===== config.mk =====
export PLATFORM = sky130hd
export DESIGN_NAME = wb_timer_irq_flat
export DESIGN_NICKNAME = d
export VERILOG_FILES = /design/src/rtl/wb_timer_irq_if.sv /design/src/rtl/wb_timer_irq.sv /design/src/flat_wrapper.sv
export SDC_FILE = /design/constraint.sdc
export NUM_CORES = 1
export LEC_CHECK = 0
export CORE_MARGIN = 2
export CORE_UTILIZATION = 51
export DETAILED_ROUTE_END_ITERATION = 12
export GPL_TIMING_DRIVEN = 0
export PLACE_DENSITY = 0.77
export SYNTH_ARGS = -nofsm -noshare
export SYNTH_HDL_FRONTEND = slang
export SYNTH_SLANG_ARGS = --single-unit
export TNS_END_PERCENT = 20

===== constraint.sdc =====
create_clock -name wb_clk_i -period 3 [get_ports wb_clk_i]
set_input_delay 0.3 -clock wb_clk_i [delete_from_list [all_inputs] [get_ports wb_clk_i]]
set_output_delay 0.3 -clock wb_clk_i [all_outputs]
set_load 0.01 [all_outputs]

===== src/rtl/wb_timer_irq_if.sv =====
// Wishbone slave bus bundle for the timer block.
interface wb_timer_irq_if;
    logic        wbs_cyc_i;
    logic        wbs_stb_i;
    logic        wbs_we_i;
    logic [3:0]  wbs_sel_i;
    logic [31:0] wbs_adr_i;
    logic [31:0] wbs_dat_i;
    logic        wbs_ack_o;
    logic [31:0] wbs_dat_o;

    modport slave (
        input  wbs_cyc_i, wbs_stb_i, wbs_we_i, wbs_sel_i, wbs_adr_i, wbs_dat_i,
        output wbs_ack_o, wbs_dat_o
    );

    modport master (
        output wbs_cyc_i, wbs_stb_i, wbs_we_i, wbs_sel_i, wbs_adr_i, wbs_dat_i,
        input  wbs_ack_o, wbs_dat_o
    );
endinterface


===== src/rtl/wb_timer_irq.sv =====
// Wishbone-mapped down-counter timer with one-shot/auto-reload modes,
// sticky expiry flag (W1C), interrupt output and an expiry toggle pin.
module wb_timer_irq #(
    parameter logic [31:0] BASE_ADR = 32'h3000_0000
) (
    input  logic           wb_clk_i,
    input  logic           wb_rst_i,
    wb_timer_irq_if.slave  wbs,
    output logic [2:0]     irq,
    output logic           tmr_out
);

    typedef enum logic {ST_IDLE, ST_ACK} bus_state_t;

    bus_state_t  state, state_nxt;

    logic        ctrl_en, ctrl_reload, ctrl_irq_en;
    logic [31:0] load_q;
    logic [31:0] count_q;
    logic        exp_q;
    logic [31:0] rd_val;
    logic [31:0] load_merged;
    logic [1:0]  reg_idx;
    logic        sel_hit, bus_wr, expire;
    logic        load_wr, ctrl_wr, stat_w1c;
    logic        unused_adr;

    // Low address bits below the word offset carry no meaning here.
    assign unused_adr = ^wbs.wbs_adr_i[1:0];

    assign sel_hit = wbs.wbs_cyc_i & wbs.wbs_stb_i &
                     (wbs.wbs_adr_i[31:4] == BASE_ADR[31:4]);
    assign reg_idx = wbs.wbs_adr_i[3:2];

    // Bus handshake state register.
    always_ff @(posedge wb_clk_i) begin
        if (wb_rst_i) state <= ST_IDLE;
        else          state <= state_nxt;
    end

    // Ack one cycle after a hit, then always return to idle so a held strobe is acked every second cycle.
    always_comb begin
        state_nxt = ST_IDLE;
        case (state)
            ST_IDLE: if (sel_hit) state_nxt = ST_ACK;
            ST_ACK:  state_nxt = ST_IDLE;
            default: state_nxt = ST_IDLE;
        endcase
    end

    assign wbs.wbs_ack_o = (state == ST_ACK);

    assign bus_wr   = (state == ST_ACK) & sel_hit & wbs.wbs_we_i;
    assign load_wr  = bus_wr & (reg_idx == 2'd1);
    assign ctrl_wr  = bus_wr & (reg_idx == 2'd0) & wbs.wbs_sel_i[0];
    assign stat_w1c = bus_wr & (reg_idx == 2'd3) & wbs.wbs_sel_i[0] & wbs.wbs_dat_i[0];
    assign expire   = ctrl_en & (count_q == '0);

    // Byte-lane merge of the write data into the current LOAD value.
    always_comb begin
        load_merged = load_q;
        for (int unsigned n = 0; n < 4; n++) begin
            if (wbs.wbs_sel_i[n]) load_merged[8*n +: 8] = wbs.wbs_dat_i[8*n +: 8];
        end
    end

    // Register read multiplexer.
    always_comb begin
        rd_val = '0;
        case (reg_idx)
            2'd0: rd_val = {29'd0, ctrl_irq_en, ctrl_reload, ctrl_en};
            2'd1: rd_val = load_q;
            2'd2: rd_val = count_q;
            2'd3: rd_val = {31'd0, exp_q};
            default: rd_val = '0;
        endcase
    end

    // Read data is captured on entry to the ack cycle and is zero otherwise.
    always_ff @(posedge wb_clk_i) begin
        if (wb_rst_i)                  wbs.wbs_dat_o <= '0;
        else if (state_nxt == ST_ACK)  wbs.wbs_dat_o <= rd_val;
        else                           wbs.wbs_dat_o <= '0;
    end

    // Timer registers: bus writes, countdown, expiry and their priorities.
    always_ff @(posedge wb_clk_i) begin
        if (wb_rst_i) begin
            ctrl_en     <= 1'b0;
            ctrl_reload <= 1'b0;
            ctrl_irq_en <= 1'b0;
            load_q      <= '0;
            count_q     <= '0;
            exp_q       <= 1'b0;
            tmr_out     <= 1'b0;
        end else begin
            if (load_wr) load_q <= load_merged;

            // A CTRL write decides EN outright, overriding the one-shot auto-clear.
            if (ctrl_wr) begin
                ctrl_en     <= wbs.wbs_dat_i[0];
                ctrl_reload <= wbs.wbs_dat_i[1];
                ctrl_irq_en <= wbs.wbs_dat_i[2];
            end else if (expire && !ctrl_reload) begin
                ctrl_en <= 1'b0;
            end

            if (load_wr)                 count_q <= load_merged;
            else if (expire)             count_q <= ctrl_reload ? load_q : '0;
            else if (ctrl_en)            count_q <= count_q - 32'd1;

            if (expire)        exp_q <= 1'b1;
            else if (stat_w1c) exp_q <= 1'b0;

            if (expire) tmr_out <= ~tmr_out;
        end
    end

    assign irq = {2'b00, exp_q & ctrl_irq_en};

endmodule


===== src/flat_wrapper.sv =====
// flat-port wrapper written by rule: the top's interface ports become plain ports
module wb_timer_irq_flat 
#(
    parameter logic [31:0] BASE_ADR = 32'h3000_0000
)
  (wb_clk_i, wb_rst_i, irq, tmr_out, wbs_wbs_cyc_i, wbs_wbs_stb_i, wbs_wbs_we_i, wbs_wbs_sel_i, wbs_wbs_adr_i, wbs_wbs_dat_i, wbs_wbs_ack_o, wbs_wbs_dat_o);
  wb_timer_irq_if wbs_i ();
  input  logic wb_clk_i;
  input  logic wb_rst_i;
  output logic [2:0] irq;
  output logic tmr_out;
  input wire logic [$bits(wbs_i.wbs_cyc_i)-1:0] wbs_wbs_cyc_i;
  input wire logic [$bits(wbs_i.wbs_stb_i)-1:0] wbs_wbs_stb_i;
  input wire logic [$bits(wbs_i.wbs_we_i)-1:0] wbs_wbs_we_i;
  input wire logic [$bits(wbs_i.wbs_sel_i)-1:0] wbs_wbs_sel_i;
  input wire logic [$bits(wbs_i.wbs_adr_i)-1:0] wbs_wbs_adr_i;
  input wire logic [$bits(wbs_i.wbs_dat_i)-1:0] wbs_wbs_dat_i;
  output wire logic [$bits(wbs_i.wbs_ack_o)-1:0] wbs_wbs_ack_o;
  output wire logic [$bits(wbs_i.wbs_dat_o)-1:0] wbs_wbs_dat_o;
  assign wbs_i.wbs_cyc_i = wbs_wbs_cyc_i;
  assign wbs_i.wbs_stb_i = wbs_wbs_stb_i;
  assign wbs_i.wbs_we_i = wbs_wbs_we_i;
  assign wbs_i.wbs_sel_i = wbs_wbs_sel_i;
  assign wbs_i.wbs_adr_i = wbs_wbs_adr_i;
  assign wbs_i.wbs_dat_i = wbs_wbs_dat_i;
  assign wbs_wbs_ack_o = wbs_i.wbs_ack_o;
  assign wbs_wbs_dat_o = wbs_i.wbs_dat_o;
  wb_timer_irq #(.BASE_ADR(BASE_ADR)) u_core (.wb_clk_i(wb_clk_i), .wb_rst_i(wb_rst_i), .wbs(wbs_i), .irq(irq), .tmr_out(tmr_out));
endmodule

==> impl_metrics.ini <==
[yosys]
synth.most_common_cell = dfxtp_1
synth_area_um2 = 5161
synth_xor_area_frac = 0.01867
ys_types = 60
synth_top_cells_by_count = dfxtp_1, nand2_1, nor2_1, a21oi_1, clkbuf_1
synthTopCellsByArea = dfxtp_1, nand2_1, a21oi_1
synth_cells = 653
synth-edff-count = 0
synth_compound_area_frac = 0.2116
synth_top_area_frac = 0.3956
synth-seq-cells = 102
synth_top_area_cell = dfxtp_1
seq_area_frac_synth = 0.3956
synth-main-ff-cell = dfxtp_1
syn_area_per_cell_um2 = 7.904
async_reset_ff_frac = 0
synth_top_family_by_area = simple AND/OR/NAND/NOR gates
ys_warn_count = 0
muxShareOfSynthArea = 0.03248
synthSimpleGateAreaFrac = 0.2912
synthAdderAreaFrac = 0.002424

[run_status]
outcome = completed

[timing]
grt_setup_unrepaired = false
drv_slew = 0
setup_viol = 0
fin_skew_ps = 12.16
max_freq_ghz = 0.3375
hold_viol = 0
setup_tns_ps = 0
period_share = 0.9877
min_period_ps = 2963
max_slew.worst_pin.slew_ps = 812.9
timing.slew.headroom = 0.4581

[clocking]
numClockSinks = 102
clk_latency_ps = 400
clkTransAtPathRegs_ps = 100
cts_buffers = 9
cts_max_level = 3
cts_tree = yes
cts_buffer_depth = 2
cts_root_buffer = clkbuf_8
cts_hold_buf = 0

[floorplanning]
start_util = 0.5256
io_pins = 110
rows = 36
die_h_um = 104.6
die_area_um2 = 10940
core_region_area_um2 = 9819
dieWidth_um = 104.6

[route]
wl_um = 18210
drt_iter0_markers = 531
dr_total_vias = 5707
routedWlPerCell_um = 20.12
viasPerCell = 6.306
drtAntennaViolNets = 0
drc = 0
first_pass_iters = 6

[worst_setup_path]
critical_path.max_fanout = 10
startpoint_type = flop
crit_required_ps = 3300
cp-end-kind = flop
cp.arrival_ps = 3270
path_class = reg -> reg

[power_and_ir_drop]
leakage_nw = 2.311
powerDensity_nw_per_um2 = 354.6
finalPower_w = 0.002340
irDropWorstVdd_mv = 0.3292

[finish]
final_util = 0.6720
layout-drive-gt1-share = 0.06995
fin_nets = 841
syn_to_final_growth_pct = 27.85
num_antenna_cells = 0
stdcell_count = 905

[grt]
track_usage = 0.3312
grt_pass1_wl_um = 28430
gr-total-overflow = 0
antenna_found_initial = 0
grt_max_degree = 16
grt_pass1_vias = 5474

[place]
place_inst = 888
dp_hpwl_um = 12970
io_buffers = 101
gp_congestion = 0.9423

[worst_hold_path]
hp-class = in -> reg

[job]
cap_violations = 0
[per-stage QoR]
stage	worst slack (ps)	cell area, um^2	hold WS [ps]
CTS	13.47	6555	247.0
detailed placement	-912.1	6342	464.1
global placement	-939.1	6342	455.4
global route	6.646	6599	268.4
floorplan	514.2	5165	436.0
finish	36.90	6599	253.2
[cell usage in the layout, fill, tap and decap left out, types with 7 or more instances in the layout]
| master | n |
|---|---|
| nand4_1 | 7 |
| a211oi_1 | 23 |
| o21ai_0 | 14 |
| clkbuf_1 | 41 |
| nor3_1 | 20 |
| a221oi_1 | 7 |
| nor2_1 | 65 |
| and2_1 | 8 |
| a21oi_1 | 52 |
| and3_1 | 12 |
| nand2_1 | 93 |
| dfxtp_1 | 101 |
| or3_1 | 8 |
| nand3_1 | 21 |
| nor4_1 | 21 |
| inv_1 | 10 |
| a22oi_1 | 33 |
| clkbuf_8 | 10 |
| clkdlybuf4s50_1 | 101 |
| xnor2_1 | 10 |
[worst max-delay path: stages, from the launching register on]
cell       delay [ps]
dfxtp_1           370
inv_1             100
ha_1              180
or3b_2            560
or3_1             400
buf_2             230
a2111oi_0         510
a31o_2            190
a211oi_1           70
a211oi_1          270
[registers in the layout, summed over array words and instances (netlist names)]
signal and count:
u_core.ctrl_reload 1, u_core.ctrl_irq_en 1, u_core.wbs.wbs_dat_o 32, u_core.count_q 32
u_core.exp_q 1, u_core.tmr_out 1, u_core.wbs.wbs_ack_o 1, u_core.ctrl_en 1
u_core.load_q 32
[where the power goes]
group          internal, W        switching, W
Combinational    0.0000957           0.0000856
Sequential         0.00135  0.0000000000000217
Clock             0.000324            0.000482
Total              0.00177            0.000568
[kinds of logic after synthesis]
kind of cell / count (synthesis)
mux: 15
flops: 102
buf+inv: 61
simple gates: 298
fa+ha+maj: 1
compound gates: 164
other cells: 1
xor+xnor: 11
[final timing paths]
check | start | to | slack (ps) | depth (start not counted)
setup reg to reg | u_core.count_q[0] | u_core.count_q[10] | 40 | 9
hold / removal | wbs_wbs_sel_i[2] | u_core.count_q[16] | 250 | 3
setup / recovery | u_core.count_q[0] | u_core.count_q[10] | 40 | 9
hold reg to reg | u_core.load_q[27] | u_core.load_q[27] | 470 | 2
[cell type report]
cell class                      instances  area (um^2)
Multi-Input combinational cell        491         2942
Tap cell                              133        166.4
Fill cell                             862         3221
Clock inverter                          3        20.02
Buffer                                 50        215.2
Clock buffer                           13        148.9
Sequential cell                       102         2043
Timing Repair Buffer                  103         1026
Inverter                               10        37.54
[per-layer routing]
layer | wire, um | GRT usage | up-vias
met3 | 1950 | 0.06862 | 42
met4 | 480 | 0.1371 | 0
met5 | 0 | 0 | -
met2 | 8438 | 0.5289 | 368
met1 | 7340 | 0.4368 | 2681
li1 | - | - | 2616
[repair_timing]
item / 4_1_cts / 5_1_grt
endpoints found under the setup margin: 56 / 48
setup buffers: 2 / 0
pin swaps: 1 / 0
resized for setup: 8 / 18
gates cloned: 0 / 0
No activity file was read; power rests on OpenSTA's default activity.
==> RTL change, RTL diff (same settings) <==
Put a register stage on the output `irq`. The value now appears one clock later. The other outputs are not delayed to match.
--- a/src/rtl/wb_timer_irq.sv
+++ b/src/rtl/wb_timer_irq.sv
@@ -116,7 +116,9 @@
         end
     end
 
-    assign irq = {2'b00, exp_q & ctrl_irq_en};
+    always_ff @(posedge wb_clk_i) begin
+        irq <= {2'b00, exp_q & ctrl_irq_en};
+    end
 
 endmodule
 
Behaviour: not the same (Yosys sat finds a counterexample within 4 cycles, from zero or initial values and one cycle with wb_rst_i high).
==> RTL change against the unedited design <==
Area after synthesis down 2.3%. Combinational power is 6% lower. Design area is 2.7% lower. Power decreased by 0.15%. Worst setup slack improved by 73 ps. Via count down 9.8%. Routed wire length fell by 13%. Critical path depth shrank 2. Sequential cell count grew 1. Count of clock-buffer cells in the layout shrank 3. Largest cell class unchanged. Largest power group unchanged. Highest routed layer unchanged.
==> RTL change: results <==
metrics = {
    "status": {
        "status": "finished, final reports clean",
    },
    "clocking": {
        "cts_root_buffer": "clkbuf_8",
        "clkLatencyLatePin_ps": 370,
        "clk_pin_slew_ps": 100,
        "postCtsSetupBuffers": 0,
        "h-tree-depth": 3,
        "cts_buffers": 9,
        "cts-resized-gates": 0,
        "clock_path_buffers": 2,
    },
    "route": {
        "firstDrtPassIters": 5,
        "num_vias": 5150,
        "viasPerCell": 5.981,
        "wl_per_cell_um": 18.31,
        "drt_iter0_markers": 486,
    },
    "grt": {
        "track_usage_pct": 30.22,
        "antenna_found_initial": 0,
        "grt_pass1_vias": 4984,
        "grt_max_degree": 17,
        "grt_pass1_wl_um": 24810,
    },
    "logic_synthesis": {
        "yosys-top-cells-count": "nand2_1 (107), dfxtp_1 (103), nor2_1 (61)",
        "synthTopCellsByArea": "dfxtp_1 (41%), nand2_1 (8.0%), a22oi_1 (5.4%)",
        "yosys_warnings": 0,
        "yosysSeqAreaShare_pct": 40.89,
        "synth_xor_area_share_pct": 3.821,
        "synth.distinct_cells": 68,
        "ys_async_sr_fraction_pct": 0,
        "avgSynthCellArea_um2": 8.266,
        "synth_compound_gate_area_share_pct": 20.22,
        "ys.flop_type": "dfxtp_1",
        "synth_mux_area_share_pct": 3.474,
        "synthAdderAreaFrac_pct": 0.2481,
    },
    "placed_design": {
        "gp_congestion": 0.9607,
        "placed_area_um2": 6243,
        "dp_cells": 847,
        "portBuffers": 103,
        "pre_cts_ws_ps": -296.0,
        "place_hpwl_um": 11340,
    },
    "sta": {
        "maxSlewHeadroom_pct": 47.31,
        "finClkSkew_ps": 9.677,
    },
    "finish": {
        "nets": 799,
        "drive_gt1_share_pct": 6.319,
        "diodes": 0,
        "reg_top3": "u_core.count_q (32), u_core.load_q (32), u_core.wbs.wbs_dat_o (32)",
    },
    "min_path": {
        "min_path_type": "in2reg",
    },
    "power_and_ir_drop": {
        "p_leak_uw": 0.002361,
        "vdd_drop_max_v": 0.0002553,
        "power_uw": 2337,
    },
    "critical_path": {
        "arrival_ps": 3150,
        "path_delay_family": "simple AND/OR/NAND/NOR gates",
        "path_max_fanout": 10,
        "slowest_delay_ps": 560,
        "critPathSlowestCell": "nand4b_1",
    },
}
[RTL change: cell types whose count changed in the layout (fill, tap and decap cells not counted), moves of 6 or more]
cell / change
a211oi_1: -11
a21oi_1: -7
a31oi_1: +6
and3_1: -8
clkbuf_1: -11
inv_1: -6
nand2_1: +14
nand3_1: -7
nor4_1: -9
o21bai_1: +10
xor2_1: +15
[RTL change: worst paths after layout]
check	from	slack [ps]	endpoint	cells after the start
worst max-delay path	u_core.count_q[2]	110	u_core.count_q[29]	7
worst min-delay path	wbs_wbs_adr_i[2]	430	u_core.wbs.wbs_dat_o[2]	4
worst max register to register	u_core.count_q[2]	110	u_core.count_q[29]	7
worst min register to register	u_core.load_q[29]	470	u_core.load_q[29]	2
[RTL change: worst min-delay path, cell delays in order]
cell      delay, ps
clkbuf_1        190
nor2_1          140
a21oi_1          50
nor2_1           90
[RTL change: final cells by class]
type / count / area, µm²
fillers: 867 / 3262
repair buffers: 103 / 1031
well taps: 133 / 166.4
multi-input cells: 459 / 2735
clock inverters: 4 / 32.53
clock buffers: 10 / 137.6
plain buffers: 45 / 242.7
inverters: 4 / 15.01
flip-flops and latches: 103 / 2062
[RTL change: layer usage]
metal	up-vias	GRT usage [%]	wire length [µm]
met5	-	0	0
met4	0	11.13	266
met3	30	4.772	1383
met2	290	50.57	7766
met1	2414	39.40	6348
li1	2416	-	-
[RTL change: power by group]
part           internal (µW)  total (µW)  leakage, µW  switching, µW
combinational           95.9         170      0.00145           74.1
sequential              1370        1370     0.000829   0.0000000235
clock                    320         801    0.0000808            481
